File: src/rtl/alarm_controller_if.sv
`default_nettype none
// ============================================================================
// Module      : alarm_controller_if
// Description : Lane-side bundle of the alarm controller. It carries the lane
//               counts, targets and acks, and returns the alarm LEDs and the
//               active lane.
// Revision    : 1.0 - initial release
// ============================================================================
interface alarm_controller_if #(
    parameter int N_CH  = 4,
    parameter int CNT_W = 8
);
    localparam int c_CH_W = (N_CH > 1) ? $clog2(N_CH) : 1;

    logic [N_CH*CNT_W-1:0] current_count;
    logic [N_CH*CNT_W-1:0] target_count;
    logic [N_CH-1:0]       ack;
    logic [N_CH-1:0]       alarm;
    logic [c_CH_W-1:0]     active_ch;

    modport master (output current_count, target_count, ack, input alarm, active_ch);
    modport slave  (input current_count, target_count, ack, output alarm, active_ch);
endinterface
`default_nettype wire

File: src/rtl/alarm_controller.sv
`default_nettype none
// ============================================================================
// Module      : alarm_controller
// Description : Multi-lane bottle-full alarm. It arbitrates pending lanes
//               round-robin onto one buzzer, and a fault input preempts with a
//               continuous tone.
// Revision    : 1.0 - initial release
// ============================================================================
module alarm_controller #(
    parameter int N_CH       = 4,
    parameter int CNT_W      = 8,
    parameter int DIV_W      = 16,
    parameter int NUM_W      = 4,
    parameter int AUTO_CLEAR = 1
) (
    input  logic                 clk,
    input  logic                 rst_n,
    input  logic                 enable,
    input  logic                 fault,
    input  logic [DIV_W-1:0]     tone_div,
    input  logic [DIV_W-1:0]     beep_len,
    input  logic [DIV_W-1:0]     beep_gap,
    input  logic [NUM_W-1:0]     beep_num,
    alarm_controller_if.slave    lane_if,
    output logic                 buzzer,
    output logic                 busy
);
    localparam int c_CH_W = (N_CH > 1) ? $clog2(N_CH) : 1;
    localparam int c_SW   = c_CH_W + 1;

    localparam logic [1:0] c_IDLE     = 2'd0;
    localparam logic [1:0] c_BEEP_ON  = 2'd1;
    localparam logic [1:0] c_BEEP_OFF = 2'd2;
    localparam logic [1:0] c_FAULT    = 2'd3;

    logic [N_CH-1:0]   w_match, r_match_q, w_rise, r_pending, w_pend_nxt, w_clr;
    logic [1:0]        r_state, w_state_nxt;
    logic [DIV_W-1:0]  r_tmr, w_tmr_nxt, r_tone, w_tone_nxt;
    logic [DIV_W-1:0]  r_len, w_len_nxt, r_gap, w_gap_nxt, r_div, w_div_nxt;
    logic [NUM_W-1:0]  r_beeps, w_beeps_nxt, r_num, w_num_nxt;
    logic [c_CH_W-1:0] r_active_ch, w_active_nxt, r_rr, w_rr_nxt, w_pick;
    logic [c_SW-1:0]   w_sum;
    logic              r_buzzer, w_buz_nxt, r_busy, w_found, w_last, w_done, w_abort;

    for (genvar gi = 0; gi < N_CH; gi++) begin : g_lane
        assign w_match[gi] =
            (lane_if.current_count[gi*CNT_W +: CNT_W] == lane_if.target_count[gi*CNT_W +: CNT_W]) &&
            (lane_if.target_count[gi*CNT_W +: CNT_W] != '0);
    end

    assign w_rise  = w_match & ~r_match_q;
    assign w_last  = (r_beeps + 1'b1) == r_num;
    assign w_done  = (r_state == c_BEEP_OFF) && (r_tmr == r_gap) && w_last;
    assign w_clr   = ((AUTO_CLEAR != 0) && w_done && enable && !fault) ?
                     (N_CH'(1) << r_active_ch) : '0;
    // A rise in the same cycle as a clear wins so that no event is lost
    assign w_pend_nxt = (r_pending & ~lane_if.ack & ~w_clr) | w_rise;
    assign w_abort    = ~w_pend_nxt[r_active_ch];

    always_comb begin
        w_found = 1'b0;
        w_pick  = '0;
        w_sum   = '0;
        for (int k = 0; k < N_CH; k++) begin
            w_sum = {1'b0, r_rr} + c_SW'(k);
            if (w_sum >= c_SW'(N_CH)) w_sum = w_sum - c_SW'(N_CH);
            if (!w_found && r_pending[w_sum[c_CH_W-1:0]]) begin
                w_found = 1'b1;
                w_pick  = w_sum[c_CH_W-1:0];
            end
        end
    end

    always_comb begin
        w_state_nxt  = r_state;
        w_tmr_nxt    = r_tmr;
        w_tone_nxt   = r_tone;
        w_buz_nxt    = r_buzzer;
        w_beeps_nxt  = r_beeps;
        w_active_nxt = r_active_ch;
        w_rr_nxt     = r_rr;
        w_len_nxt    = r_len;
        w_gap_nxt    = r_gap;
        w_div_nxt    = r_div;
        w_num_nxt    = r_num;
        if (!enable) begin
            w_state_nxt = c_IDLE;
            w_tmr_nxt   = '0;
            w_tone_nxt  = '0;
            w_buz_nxt   = 1'b0;
            w_beeps_nxt = '0;
        end else begin
            case (r_state)
                c_IDLE: begin
                    if (fault) begin
                        w_state_nxt = c_FAULT;
                        w_tmr_nxt   = '0;
                        w_tone_nxt  = '0;
                        w_buz_nxt   = 1'b0;
                        w_div_nxt   = tone_div >> 1;
                    end else if (w_found) begin
                        w_state_nxt  = c_BEEP_ON;
                        w_active_nxt = w_pick;
                        w_rr_nxt     = (w_pick == c_CH_W'(N_CH - 1)) ? '0 : w_pick + 1'b1;
                        w_beeps_nxt  = '0;
                        w_tmr_nxt    = '0;
                        w_tone_nxt   = '0;
                        w_buz_nxt    = 1'b0;
                        w_len_nxt    = beep_len;
                        w_div_nxt    = tone_div;
                        w_num_nxt    = (beep_num == '0) ? NUM_W'(1) : beep_num;
                    end
                end
                c_BEEP_ON, c_BEEP_OFF: begin
                    if (fault) begin
                        w_state_nxt = c_FAULT;
                        w_tmr_nxt   = '0;
                        w_tone_nxt  = '0;
                        w_buz_nxt   = 1'b0;
                        w_beeps_nxt = '0;
                        w_div_nxt   = tone_div >> 1;
                    end else if (w_abort) begin
                        w_state_nxt = c_IDLE;
                        w_tmr_nxt   = '0;
                        w_tone_nxt  = '0;
                        w_buz_nxt   = 1'b0;
                        w_beeps_nxt = '0;
                    end else if (r_state == c_BEEP_ON) begin
                        if (r_tone == r_div) begin
                            w_tone_nxt = '0;
                            w_buz_nxt  = ~r_buzzer;
                        end else begin
                            w_tone_nxt = r_tone + 1'b1;
                        end
                        if (r_tmr == r_len) begin
                            w_state_nxt = c_BEEP_OFF;
                            w_tmr_nxt   = '0;
                            w_tone_nxt  = '0;
                            w_buz_nxt   = 1'b0;
                            w_gap_nxt   = beep_gap;
                        end else begin
                            w_tmr_nxt = r_tmr + 1'b1;
                        end
                    end else if (r_tmr == r_gap) begin
                        w_tmr_nxt = '0;
                        if (w_last) begin
                            w_state_nxt = c_IDLE;
                            w_beeps_nxt = '0;
                        end else begin
                            w_state_nxt = c_BEEP_ON;
                            w_beeps_nxt = r_beeps + 1'b1;
                            w_tone_nxt  = '0;
                            w_buz_nxt   = 1'b0;
                            w_len_nxt   = beep_len;
                            w_div_nxt   = tone_div;
                        end
                    end else begin
                        w_tmr_nxt = r_tmr + 1'b1;
                    end
                end
                c_FAULT: begin
                    if (!fault) begin
                        w_state_nxt = c_IDLE;
                        w_tone_nxt  = '0;
                        w_buz_nxt   = 1'b0;
                    end else if (r_tone == r_div) begin
                        w_tone_nxt = '0;
                        w_buz_nxt  = ~r_buzzer;
                    end else begin
                        w_tone_nxt = r_tone + 1'b1;
                    end
                end
                default: begin
                    w_state_nxt = c_IDLE;
                    w_buz_nxt   = 1'b0;
                end
            endcase
        end
    end

    always_ff @(posedge clk or negedge rst_n) begin
        if (!rst_n) begin
            r_match_q   <= '0;
            r_pending   <= '0;
            r_state     <= c_IDLE;
            r_tmr       <= '0;
            r_tone      <= '0;
            r_buzzer    <= 1'b0;
            r_beeps     <= '0;
            r_active_ch <= '0;
            r_rr        <= '0;
            r_len       <= '0;
            r_gap       <= '0;
            r_div       <= '0;
            r_num       <= '0;
            r_busy      <= 1'b0;
        end else begin
            r_match_q   <= w_match;
            r_pending   <= w_pend_nxt;
            r_state     <= w_state_nxt;
            r_tmr       <= w_tmr_nxt;
            r_tone      <= w_tone_nxt;
            r_buzzer    <= w_buz_nxt;
            r_beeps     <= w_beeps_nxt;
            r_active_ch <= w_active_nxt;
            r_rr        <= w_rr_nxt;
            r_len       <= w_len_nxt;
            r_gap       <= w_gap_nxt;
            r_div       <= w_div_nxt;
            r_num       <= w_num_nxt;
            r_busy      <= (w_state_nxt != c_IDLE);
        end
    end

    assign lane_if.alarm     = r_pending;
    assign lane_if.active_ch = r_active_ch;
    assign buzzer            = r_buzzer;
    assign busy              = r_busy;
endmodule
`default_nettype wire

File: src/flat_wrapper.sv
// flat-port wrapper written by rule: the top's interface ports become plain ports
module alarm_controller_flat 
#(
    parameter int N_CH       = 4,
    parameter int CNT_W      = 8,
    parameter int DIV_W      = 16,
    parameter int NUM_W      = 4,
    parameter int AUTO_CLEAR = 1
)
  (clk, rst_n, enable, fault, tone_div, beep_len, beep_gap, beep_num, buzzer, busy, lane_if_current_count, lane_if_target_count, lane_if_ack, lane_if_alarm, lane_if_active_ch);
  alarm_controller_if #(.N_CH(N_CH), .CNT_W(CNT_W)) lane_if_i ();
  input  logic clk;
  input  logic rst_n;
  input  logic enable;
  input  logic fault;
  input  logic [DIV_W-1:0] tone_div;
  input  logic [DIV_W-1:0] beep_len;
  input  logic [DIV_W-1:0] beep_gap;
  input  logic [NUM_W-1:0] beep_num;
  output logic buzzer;
  output logic busy;
  input wire logic [$bits(lane_if_i.current_count)-1:0] lane_if_current_count;
  input wire logic [$bits(lane_if_i.target_count)-1:0] lane_if_target_count;
  input wire logic [$bits(lane_if_i.ack)-1:0] lane_if_ack;
  output wire logic [$bits(lane_if_i.alarm)-1:0] lane_if_alarm;
  output wire logic [$bits(lane_if_i.active_ch)-1:0] lane_if_active_ch;
  assign lane_if_i.current_count = lane_if_current_count;
  assign lane_if_i.target_count = lane_if_target_count;
  assign lane_if_i.ack = lane_if_ack;
  assign lane_if_alarm = lane_if_i.alarm;
  assign lane_if_active_ch = lane_if_i.active_ch;
  alarm_controller #(.N_CH(N_CH), .CNT_W(CNT_W), .DIV_W(DIV_W), .NUM_W(NUM_W), .AUTO_CLEAR(AUTO_CLEAR)) u_core (.clk(clk), .rst_n(rst_n), .enable(enable), .fault(fault), .tone_div(tone_div), .beep_len(beep_len), .beep_gap(beep_gap), .beep_num(beep_num), .lane_if(lane_if_i), .buzzer(buzzer), .busy(busy));
endmodule
File: config.mk
export PLATFORM = sky130hd
export DESIGN_NAME = alarm_controller_flat
export DESIGN_NICKNAME = d
export VERILOG_FILES = /design/src/rtl/alarm_controller_if.sv /design/src/rtl/alarm_controller.sv /design/src/flat_wrapper.sv
export SDC_FILE = /design/constraint.sdc
export NUM_CORES = 1
export LEC_CHECK = 0
export ABC_CLOCK_PERIOD_IN_PS = 8000
export CAP_MARGIN = 20
export CORE_MARGIN = 5
export CORE_UTILIZATION = 56
export DETAILED_ROUTE_END_ITERATION = 10
export GPL_ROUTABILITY_DRIVEN = 0
export GPL_TIMING_DRIVEN = 0
export PLACE_DENSITY = 0.95
export SLEW_MARGIN = 30
export SYNTH_ARGS = -nofsm -noshare
export SYNTH_HDL_FRONTEND = slang
export SYNTH_SLANG_ARGS = --single-unit
File: constraint.sdc
create_clock -name clk -period 8 [get_ports clk]
set_input_delay 0.8 -clock clk [delete_from_list [all_inputs] [get_ports clk]]
set_output_delay 0.8 -clock clk [all_outputs]
set_load 0.01 [all_outputs]
==> summary.txt, run 1 <==
Final layout
  – Fraction of layout cells with a size suffix above 1: 14.2%
  – Area growth from synthesis to layout: 28.3%
  – Commonest non-fill, non-tap cell in the layout: clkdlybuf4s50_1
  – Final #Nets: roughly 900
  – Commonest non-fill, non-tap cells in the layout: 130 x clkdlybuf4s50_1, 104 x dfrtp_1, 54 x mux2_2
  – N_diodes: 0
  – Post-route cell area: between 0.008 and 0.009 mm2
  – Post-route core utilization: about three quarters

Synth
  – Yosys warnings: 0
  – Avg Inst Size Synth: 10.4 um2
  – Mapped cell area: 0.00635 mm2
  – Count of different cell masters after synthesis: 64
  – Synth top area share: 41.0%
  – Synth Register Bits: about 100
  – Syn_nets: 745
  – Most area-hungry cell type in the Yosys netlist: dfrtp_1
  – Cells after Synth: 612
  – Asr flop ratio synth: 100%
  – Main synth FF type: dfrtp_1
  – Sequential share of the synthesized area: 41.0%
  – Top cells by area, synth: dfrtp_1 41%, mux2_2 9.6%, xor2_1 6.9%
  – Post-synth EDFFs: 0

GRT
  – GRT Max-Usage Layer: met2
  – Remaining Overflow, GRT: 0
  – Met2 usage: 45.3%
  – GR Util met1: 29.5%
  – Gr usage total: roughly a quarter
  – Largest net degree at the start of global routing: 71
  – Initial antenna violation count: 0
  – Met3 Resource Use GR: 5.34%
  – Vias in the first global route: 5679
  – First-pass GRT wire length: 27000 um

Worst setup path
  – WP depth: 12
  – Crit end category: flip-flop
  – Worst EP arrival: a little over 4000 ps
  – Crit Path Category: in -> reg
  – Worst Setup Start Kind: input pin
  – R2r setup slk: 4590 ps
  – Critical Path Sink: u_core.r_len[12]$_DFFE_PN0P_
  – Buf+Inv Stages, Crit Path: 4
  – Reg-to-reg endpoint: u_core.r_div[8]$_DFFE_PN0P_
  – Top cell family by delay on the critical path: buffers and inverters
  – CP peak stage delay: 580 ps
  – Reg2Reg Launch Point: u_core.r_tmr[5]$_DFFE_PN0P_
  – Max stage delay cell, worst path: nor4b_1
  – CP startpoint: enable
  – Cell Chain, Critical Path: clkdlybuf4s50_1 -> nor2b_1 -> buf_2 -> nand2_1 -> nor4b_1 -> a21oi_1 -> o211ai_1 -> buf_4 -> o31ai_1 -> nand2_1 -> buf_4 -> mux2_2
  – Critical path fanouts, max: 10
  – WP data required: approximately 8000 ps
  – R2R cell count: 9

STA
  – Final hold violation count: 0
  – Final Setup Violations: 0
  – RSZ-0062 raised after global routing: false
  – Min cycle time layout: 3830 ps
  – Worst-Margin Slew: between 800 and 900 ps
  – Top achievable clock speed: 0.261 GHz
  – Skew final: 8.94 ps
  – Max Slew Vio Count: 0
  – Slew HR: 41.4%
  – Tcrit/Tclk final: 47.8%
  – Setup TNS: 0 ps

Placed design
  – Placed Area: 0.00786 mm2
  – HPWL after detailed placement: 12800 um
  – I/O Buffers: 131

Clock tree
  – Worst-skew pair later-pin latency: approximately 350 ps
  – CTS Hold Bufs: 0
  – CTS tree: yes
  – H-tree depth reported by CTS: 3
  – Clock root buffer master: clkbuf_16
  – Cts bufs inserted: 9
  – CTS clk-pin slew, worst paths: 70 ps
  – Post-CTS Setup Bufs: 0
  – Post-cts repair resize count: 0
  – Sink Count: 104
  – CTS Buffer Depth: 2

Pwr
  – Max VDD drop: ~0.18 mV
  – Leakage power: 0.00342 uW
  – Flop pwr share: 42.4%
  – PwrDens: between 200 and 250 mW/mm2
  – Sw frac: between 30% and 40%
  – Clock network power share: between 20% and 30%
  – Gate power share: about 33%
  – Internal power: 1140 uW
  – P_sw: about 560 uW

Die
  – Die ar.: 0.0136 mm2
  – Die width: around 120 um
  – # rows: 38
  – Core area: 0.0110 mm2
  – Initial Utilization: between 50% and 60%
  – IO Count: between 100 and 150
  – Die H: 116 um

Route
  – DRT iter0 DRCs: 462
  – Vias/cell: 5.97
  – DRT antenna net count: 0
  – Total routed wirelength: between 15000 and 20000 um
  – # DRC: 0
  – DR vias: 5376
  – Pre-antenna DRT Iters: 6
  – Routed len/inst: 18.5 um

Min path
  – HP Class: in -> async

Outcome
  – Status: completed

Flow run
  – Max Cap Viol: 0
[metal layers]
metal | share of wire, % | vias to the layer above
met5 | 0 | -
met4 | 2.9 | 0
met3 | 5.5 | 44
met2 | 53 | 218
met1 | 39 | 2611
li1 | - | 2503
[sequential cells by signal, summed over array words and instances, names as in the netlist, named ones only]
| signal | flops |
|---|---|
| u_core.r_gap | 16 |
| u_core.r_tone | 16 |
| u_core.r_match_q | 4 |
| u_core.buzzer | 1 |
| u_core.r_num | 4 |
| u_core.lane_if.alarm | 4 |
| u_core.r_len | 16 |
| u_core.lane_if.active_ch | 2 |
| u_core.busy | 1 |
| u_core.r_state | 2 |
| u_core.r_rr | 1 |
| u_core.r_beeps | 4 |
| u_core.r_div | 16 |
| u_core.r_tmr | 16 |
[through the flow]
stage | power, uW | instances | setup slack [ps] | hold WS [ps]
CTS | 1700 | 900 | 4220 | 338
global placement | 1230 | 883 | 2390 | 450
detailed placement | 1270 | 884 | 3900 | 451
floorplan | 1080 | 612 | 4830 | 438
finish | 1700 | 900 | 4170 | 328
global route | 1790 | 900 | 3990 | 346
[worst min path at each step]
stage	from	cells after the start	slack, ps	end
after floorplan	u_core.r_match_q[0]$_DFF_PN0_	1	440	u_core.lane_if.alarm[0]$_DFF_PN0_
after global placement	u_core.r_match_q[0]$_DFF_PN0_	1	450	u_core.lane_if.alarm[0]$_DFF_PN0_
after detailed placement	u_core.r_match_q[0]$_DFF_PN0_	1	450	u_core.lane_if.alarm[0]$_DFF_PN0_
after CTS	rst_n	1	340	u_core.r_len[1]$_DFFE_PN0P_
after global routing	rst_n	1	350	u_core.r_len[12]$_DFFE_PN0P_
final	rst_n	1	330	u_core.r_len[12]$_DFFE_PN0P_
[power groups by stage]
stage / registers (uW) / clock network, uW / logic, uW
6_report: 719 / 423 / 554
5_1_grt: 731 / 451 / 604
4_1_cts: 719 / 428 / 550
3_5_place_dp: 729 / 0 / 542
3_3_place_gp: 721 / 0 / 511
2_1_floorplan: 701 / 0 / 374
[synthesized netlist by cell type (all sizes together), types with 14 or more instances]
| cell type | count |
|---|---|
| and3 | 14 |
| clkbuf | 15 |
| dfrtp | 104 |
| mux2 | 67 |
| nand2 | 46 |
| nand3 | 20 |
| nand4 | 19 |
| nor2 | 38 |
| nor4 | 23 |
| o21ai | 23 |
| xnor2 | 48 |
| xor2 | 50 |
[kinds of logic after synthesis]
group	share of synthesized area [%]
compound gates	10.1
xor+xnor	13.5
fa+ha+maj	1.77
buf+inv	2.72
flops	41.0
mux	12.8
simple gates	18.1
[layout make-up]
class / instances / area (um2)
fillers: 716 / 2840
repair buffers: 132 / 1340
clock inverters: 5 / 38.8
multi-input cells: 473 / 3570
inverters: 10 / 37.5
well taps: 140 / 175
flip-flops and latches: 104 / 2600
plain buffers: 25 / 135
clock buffers: 11 / 243
(Power assumes the default switching activity.)
==> run 2, diff against run 1 <==
--- a/config.mk
+++ b/config.mk
@@ -5,14 +5,14 @@
 export SDC_FILE = /design/constraint.sdc
 export NUM_CORES = 1
 export LEC_CHECK = 0
-export ABC_CLOCK_PERIOD_IN_PS = 8000
+export ABC_CLOCK_PERIOD_IN_PS = 3300
 export CAP_MARGIN = 20
 export CORE_MARGIN = 5
-export CORE_UTILIZATION = 56
+export CORE_UTILIZATION = 47
 export DETAILED_ROUTE_END_ITERATION = 10
 export GPL_ROUTABILITY_DRIVEN = 0
 export GPL_TIMING_DRIVEN = 0
-export PLACE_DENSITY = 0.95
+export PLACE_DENSITY = 0.87
 export SLEW_MARGIN = 30
 export SYNTH_ARGS = -nofsm -noshare
 export SYNTH_HDL_FRONTEND = slang
==> constraint.sdc (replaced) <==
create_clock -name clk -period 3.3 [get_ports clk]
set_input_delay 0.33 -clock clk [delete_from_list [all_inputs] [get_ports clk]]
set_output_delay 0.33 -clock clk [all_outputs]
set_load 0.01 [all_outputs]
==> run 2 against run 1 <==
Compared with the run above:
- hold slack better by 110 ps
- routed wire length down 6.3%
- largest cell class unchanged
- non-clock buffer count up 6
- utilization down 11 points
- final cell count up 4.7%
- sequential power up 140%
- design area up 2.1%
- sequential share of layout area down 0.65 points
- highest routed layer unchanged
- combinational power up 150%
==> summary.txt, run 2 (synthesis gave the netlist of run 1 again) <==
Pwr
  – Sw frac: 32.1% (was 32.9%)
  – Clock network power share: 26.6% (was 25.0%)
  – P_sw: 1350 uW (was 558 uW)
  – PwrDens: 506 mW/mm2 (was 208 mW/mm2)
  – Leakage power: 0.00348 uW (was 0.00342 uW)
  – Max VDD drop: 0.445 mV (was 0.175 mV)
  – Gate power share: 32.3% (was 32.6%)
  – Flop pwr share: 41.1% (was 42.4%)
  – Internal power: 2850 uW (was 1140 uW)

GRT
  – Vias in the first global route: 5399 (was 5679)
  – Initial antenna violation count: 0 (unchanged)
  – Remaining Overflow, GRT: 0 (unchanged)
  – Gr usage total: 19.7% (was 25.3%)
  – Largest net degree at the start of global routing: 70 (was 71)
  – First-pass GRT wire length: 25900 um (was 27000 um)

Route
  – DR vias: 5260 (was 5376)
  – Wire length on met1: 6500 um (was 6480 um)
  – Routed len/inst: 16.6 um (was 18.5 um)
  – Met3 WL: 714 um (was 923 um)
  – Top Metal Used: met4 (unchanged)
  – Pre-antenna DRT Iters: 6 (unchanged)
  – # DRC: 0 (unchanged)
  – WL met2: 8040 um (was 8770 um)
  – Total routed wirelength: 15600 um (was 16700 um)
  – DRT iter0 DRCs: 302 (was 462)
  – DRT antenna net count: 0 (unchanged)
  – Vias/cell: 5.58 (was 5.97)

Worst setup path
  – Crit Path Category: in -> reg (unchanged)
  – Worst Setup Start Kind: input pin (unchanged)
  – Crit end category: flip-flop (unchanged)
  – WP data required: 3540 ps (was 8240 ps)
  – Reg2Reg Launch Point: u_core.r_tmr[3]$_DFFE_PN0P_ (was u_core.r_tmr[5]$_DFFE_PN0P_)
  – Worst EP arrival: 3380 ps (was 4060 ps)
  – CP startpoint: lane_if_target_count[0] (was enable)
  – Critical path fanouts, max: 10 (unchanged)

Min path
  – HP Class: in -> async (unchanged)

Placed design
  – HPWL after detailed placement: 11900 um (was 12800 um)
  – I/O Buffers: 131 (unchanged)
  – DP Worst Slack: -462 ps (was 3900 ps)
  – Placed Area: 0.00791 mm2 (was 0.00786 mm2)

Die
  – IO Count: 132 (unchanged)
  – Core area: 0.0132 mm2 (was 0.0110 mm2)
  – Die width: 126 um (was 116 um)
  – # rows: 42 (was 38)
  – Initial Utilization: 47.9% (was 57.8%)
  – Die ar.: 0.0159 mm2 (was 0.0136 mm2)
  – Die H: 126 um (was 116 um)

Final layout
  – N_diodes: 0 (unchanged)
  – Commonest non-fill, non-tap cells in the layout: 130 x clkdlybuf4s50_1, 104 x dfrtp_1, 54 x mux2_2 (unchanged)
  – Post-route core utilization: 62.8% (was 74.2%)
  – Multi-input logic area: 0.00361 mm2 (was 0.00357 mm2)
  – Fraction of layout cells with a size suffix above 1: 15.4% (was 14.2%)
  – Final #Nets: 894 (was 888)
  – Fill count: 1052 (was 716)
  – Area growth from synthesis to layout: 31.0% (was 28.3%)
  – Commonest non-fill, non-tap cell in the layout: clkdlybuf4s50_1 (unchanged)
  – Post-route cell area: 0.00831 mm2 (was 0.00814 mm2)
  – Register area: 0.00260 mm2 (unchanged)

Clock tree
  – Worst-skew pair later-pin latency: 360 ps (was 350 ps)
  – CTS clk-pin slew, worst paths: 70 ps (about the same)
  – Clock root buffer master: clkbuf_16 (unchanged)
  – H-tree depth reported by CTS: 3 (unchanged)
  – CTS Buffer Depth: 2 (unchanged)
  – Cts bufs inserted: 9 (unchanged)
  – Sink Count: 104 (unchanged)
  – CTS tree: yes (unchanged)

STA
  – Worst-Margin Slew: 838 ps (was 878 ps)
  – Setup ws final: 165 ps (was 4170 ps)
  – Skew final: 10.2 ps (was 8.94 ps)
  – Slew HR: 43.6% (was 41.4%)
  – Max Slew Vio Count: 0 (unchanged)
  – Final hold violation count: 0 (unchanged)
  – Final Setup Violations: 0 (unchanged)
  – Min cycle time layout: approximately 3100 ps
  – Tcrit/Tclk final: 95.0%
  – Setup TNS: 0 ps (unchanged)
  – Top achievable clock speed: ~0.32 GHz
  – Hold slack final: 437 ps (was 328 ps)

Flow run
  – Max Cap Viol: 0 (unchanged)

Outcome
  – Status: completed (unchanged)
==> run 2: through the flow <==
stage	instances	total power, uW
after floorplan	612	2610
after global placement	919	3010
after detailed placement	920	3070
after CTS	937	4210
after global routing	942	4460
final	942	4210
==> run 2: worst paths after layout <==
path	end	slack (ps)	cells after the start
setup / recovery	u_core.r_div[8]$_DFFE_PN0P_	160	11
hold / removal	u_core.r_div[9]$_DFFE_PN0P_	440	2
setup reg to reg	u_core.r_len[10]$_DFFE_PN0P_	230	11
hold reg to reg	u_core.lane_if.alarm[0]$_DFF_PN0_	470	1
max in group asynchronous	u_core.r_gap[0]$_DFFE_PN0P_	2220	3
min in group clk	u_core.lane_if.alarm[0]$_DFF_PN0_	470	1
==> run 2: what timing repair did <==
action / 4_1_cts / 5_1_grt
buffers inserted: 0 / 5
resized for setup: 4 / 3
gates cloned: 0 / 0
hold endpoints to repair: 35 / 0
pin swaps: 0 / 2
endpoints found under the setup margin: 34 / 32
hold buffers: 1 / 0
==> run 2: metal layers <==
layer  vias up  track usage, %
li1       2516               -
met1      2551            24.5
met2       163            34.4
met3        30            4.15
met4         0            5.99
met5         -               0
==> run 2: power by group through the flow <==
stage | registers, uW | clock network, uW | logic, uW
4_1_cts | 1730 | 1140 | 1330
3_5_place_dp | 1760 | 0 | 1310
2_1_floorplan | 1700 | 0 | 908
3_3_place_gp | 1750 | 0 | 1260
5_1_grt | 1760 | 1190 | 1500
6_report | 1730 | 1120 | 1360
==> run 2: worst max-delay path: stages <==
cell	delay, ps
clkdlybuf4s50_1	430
xor2_1	180
nor4_1	390
nand4_1	210
o21ai_0	290
o211ai_1	160
o311a_1	400
nor4_4	240
buf_4	190
buf_4	200
mux2_2	350
==> run 2: layout make-up <==
| class | instances | share of cell area, % |
|---|---|---|
| tap | 176 | 2.65 |
| clock inverter | 6 | 1.04 |
| timing repair buffer | 138 | 16.7 |
| buffer | 25 | 1.63 |
| inverter | 10 | 0.452 |
| multi-input combinational | 473 | 43.5 |
| clock buffer | 10 | 2.75 |
| sequential | 104 | 31.3 |
==> run 3, diff against run 2 <==
--- a/config.mk
+++ b/config.mk
@@ -8,11 +8,12 @@
 export ABC_CLOCK_PERIOD_IN_PS = 3300
 export CAP_MARGIN = 20
 export CORE_MARGIN = 5
-export CORE_UTILIZATION = 47
+export CORE_UTILIZATION = 48
+export CTS_BUF_LIST = sky130_fd_sc_hd__clkbuf_2 sky130_fd_sc_hd__clkbuf_4 sky130_fd_sc_hd__clkbuf_8
 export DETAILED_ROUTE_END_ITERATION = 10
 export GPL_ROUTABILITY_DRIVEN = 0
 export GPL_TIMING_DRIVEN = 0
-export PLACE_DENSITY = 0.87
+export PLACE_DENSITY = 0.89
 export SLEW_MARGIN = 30
 export SYNTH_ARGS = -nofsm -noshare
 export SYNTH_HDL_FRONTEND = slang
==> run 3 against run 2 <==
Compared with the run above:
- flip-flop and latch count is the same
- sequential power is essentially flat
- total power shrank 7.7%
- clock power shrank 29%
- die area shrank 1.9%
- global-route usage is essentially flat
- largest power group unchanged
==> summary.txt, run 3 (synthesis gave the netlist of run 1 again) <==
Die
  – # rows: 42 (unchanged)
  – IO Count: 132 (unchanged)
  – Die ar.: 0.0156 mm2 (was 0.0159 mm2)
  – Die H: 125 um (was 126 um)
  – Core area: 0.0131 mm2 (was 0.0132 mm2)
  – Initial Utilization: 48.5% (was 47.9%)
  – Die width: 125 um (was 126 um)

Final layout
  – Post-route cell area: 0.00817 mm2 (was 0.00831 mm2)
  – Commonest non-fill, non-tap cells in the layout: 130 x clkdlybuf4s50_1, 104 x dfrtp_1, 54 x mux2_2 (unchanged)
  – N_diodes: 0 (unchanged)
  – Final #Nets: 893 (was 894)
  – Fraction of layout cells with a size suffix above 1: 15.3% (was 15.4%)
  – Commonest non-fill, non-tap cell in the layout: clkdlybuf4s50_1 (unchanged)
  – Area growth from synthesis to layout: 28.8% (was 31.0%)
  – Fill count: 1030 (was 1052)

Min path
  – HP Class: in -> async (unchanged)

Route
  – DR vias: 5165 (was 5260)
  – DRT iter0 DRCs: 353 (was 302)
  – DRT antenna net count: 0 (unchanged)
  – Pre-antenna DRT Iters: 4 (was 6)
  – Total routed wirelength: 15300 um (was 15600 um)
  – Routed len/inst: 16.3 um (was 16.6 um)
  – # DRC: 0 (unchanged)
  – Vias/cell: 5.49 (was 5.58)

STA
  – Worst-Margin Slew: 843 ps (was 838 ps)
  – Top achievable clock speed: 0.320 GHz (was 0.319 GHz)
  – Tcrit/Tclk final: 94.6% (was 95.0%)
  – Setup ws final: 179 ps (was 165 ps)
  – Skew final: 13.2 ps (was 10.2 ps)
  – Slew HR: 43.8% (was 43.6%)
  – Hold slack final: 424 ps (was 437 ps)
  – Final Setup Violations: 0 (unchanged)
  – Min cycle time layout: 3120 ps (was 3140 ps)
  – Final hold violation count: 0 (unchanged)
  – Max Slew Vio Count: 0 (unchanged)
  – Setup TNS: 0 ps (unchanged)

Worst setup path
  – Worst EP arrival: 3390 ps (was 3380 ps)
  – Critical path fanouts, max: 10 (unchanged)
  – WP data required: 3570 ps (was 3540 ps)
  – Worst Setup Start Kind: flip-flop (was input pin)
  – Crit end category: flip-flop (unchanged)
  – Crit Path Category: reg -> reg (was in -> reg)
  – CP peak stage delay: 500 ps (was 430 ps)
  – Max stage delay cell, worst path: dfrtp_1 (was clkdlybuf4s50_1)
  – Cell Chain, Critical Path: inv_1 -> ha_1 -> nor2b_1 -> nand3_1 -> a211oi_1 -> o211ai_1 -> o32ai_2 -> clkbuf_1 -> a32oi_1 -> o41ai_1 (was clkdlybuf4s50_1 -> xor2_1 -> nor4_1 -> nand4_1 -> o21ai_0 -> o211ai_1 -> o311a_1 -> nor4_4 -> buf_4 -> buf_4 -> mux2_2)

GRT
  – Largest net degree at the start of global routing: 59 (was 70)
  – First-pass GRT wire length: 25500 um (was 25900 um)
  – Remaining Overflow, GRT: 0 (unchanged)
  – Initial antenna violation count: 0 (unchanged)
  – Gr usage total: 19.7% (about the same)
  – Vias in the first global route: 5261 (was 5399)

Clock tree
  – Sink Count: 104 (unchanged)
  – H-tree depth reported by CTS: 3 (unchanged)
  – Worst-skew pair later-pin latency: 380 ps (was 360 ps)
  – CTS Buffer Depth: 2 (unchanged)
  – Clock root buffer master: clkbuf_8 (was clkbuf_16)
  – CTS clk-pin slew, worst paths: 110 ps (was 70 ps)
  – Cts bufs inserted: 9 (unchanged)
  – CTS tree: yes (unchanged)

Flow run
  – Max Cap Viol: 0 (unchanged)

Placed design
  – I/O Buffers: 131 (unchanged)
  – Placed Area: 0.00791 mm2 (unchanged)
  – HPWL after detailed placement: 12000 um (was 11900 um)
  – DP Worst Slack: -403 ps (was -462 ps)

Pwr
  – Max VDD drop: 0.372 mV (was 0.445 mV)
  – Leakage power: 0.00341 uW (was 0.00348 uW)
  – Total power: 3880 uW (was 4210 uW)
  – PwrDens: 475 mW/mm2 (was 506 mW/mm2)

Outcome
  – Status: completed (unchanged)
[run 3: cell types whose count changed in the layout (fill, tap and decap cells not counted), sizes merged]
cell	before	now
clkinvlp	0	2
clkinv	2	1
buf	17	16
bufinv	1	0
[run 3: cell type report]
cell class	instances	area [um2]	area share [%]
multi-input cells	473	3600	44.1
flip-flops and latches	104	2600	31.8
repair buffers	137	1380	16.9
well taps	176	220	2.69
clock buffers	10	138	1.68
plain buffers	25	135	1.65
clock inverters	6	60.1	0.735
inverters	10	37.5	0.459
[run 3: what timing repair did]
item,in CTS,in global routing
gates resized for setup,2,3
buffers inserted,0,4
pin swaps,0,2
endpoints found under the setup margin,20,35
hold endpoints to repair,46,0
cloned,0,0
hold buffers,1,0
[run 3: worst max-delay path: cells and delay by family (launching register included)]
family,cells,cell delay (ps)
buf+inv,2,600
compound gates,5,1140
simple gates,2,360
fa+ha+maj,1,420
flops,1,500
[run 3: worst paths after layout]
path	startpoint	endpoint	slack, ps	depth (start not counted)
setup reg to reg	u_core.r_state[1]$_DFF_PN0_	u_core.r_tone[13]$_DFFE_PN0P_	180	10
hold reg to reg	u_core.r_match_q[0]$_DFF_PN0_	u_core.lane_if.alarm[0]$_DFF_PN0_	470	1
max in group asynchronous	rst_n	u_core.r_tmr[14]$_DFFE_PN0P_	2250	3
setup / recovery	u_core.r_state[1]$_DFF_PN0_	u_core.r_tone[13]$_DFFE_PN0P_	180	10
min in group clk	u_core.r_match_q[0]$_DFF_PN0_	u_core.lane_if.alarm[0]$_DFF_PN0_	470	1
hold / removal	rst_n	u_core.r_div[6]$_DFFE_PN0P_	420	2
[run 3: stage by stage]
stage / utilization [%] / instances
after CTS: 62.1 / 937
after detailed placement: 60.4 / 920
after global placement: 60.2 / 919
final: 62.5 / 941
after global routing: 62.5 / 941
after floorplan: - / 612
[run 3: routing by layer]
layer,up-vias,track usage [%],part of all wire (%),routed length (um)
met1,2492,25.5,43,6630
li1,2507,-,-,-
met5,-,0,0,0
met4,0,7.46,3.0,465
met2,134,33.0,50,7610
met3,32,3.71,4.1,625
[run 3: power by group]
group	total [uW]	leakage, uW	switching (uW)	internal (uW)
registers	1740	0.00137	211	1520
logic	1350	0.00194	629	718
clock network	798	0.0000942	486	312
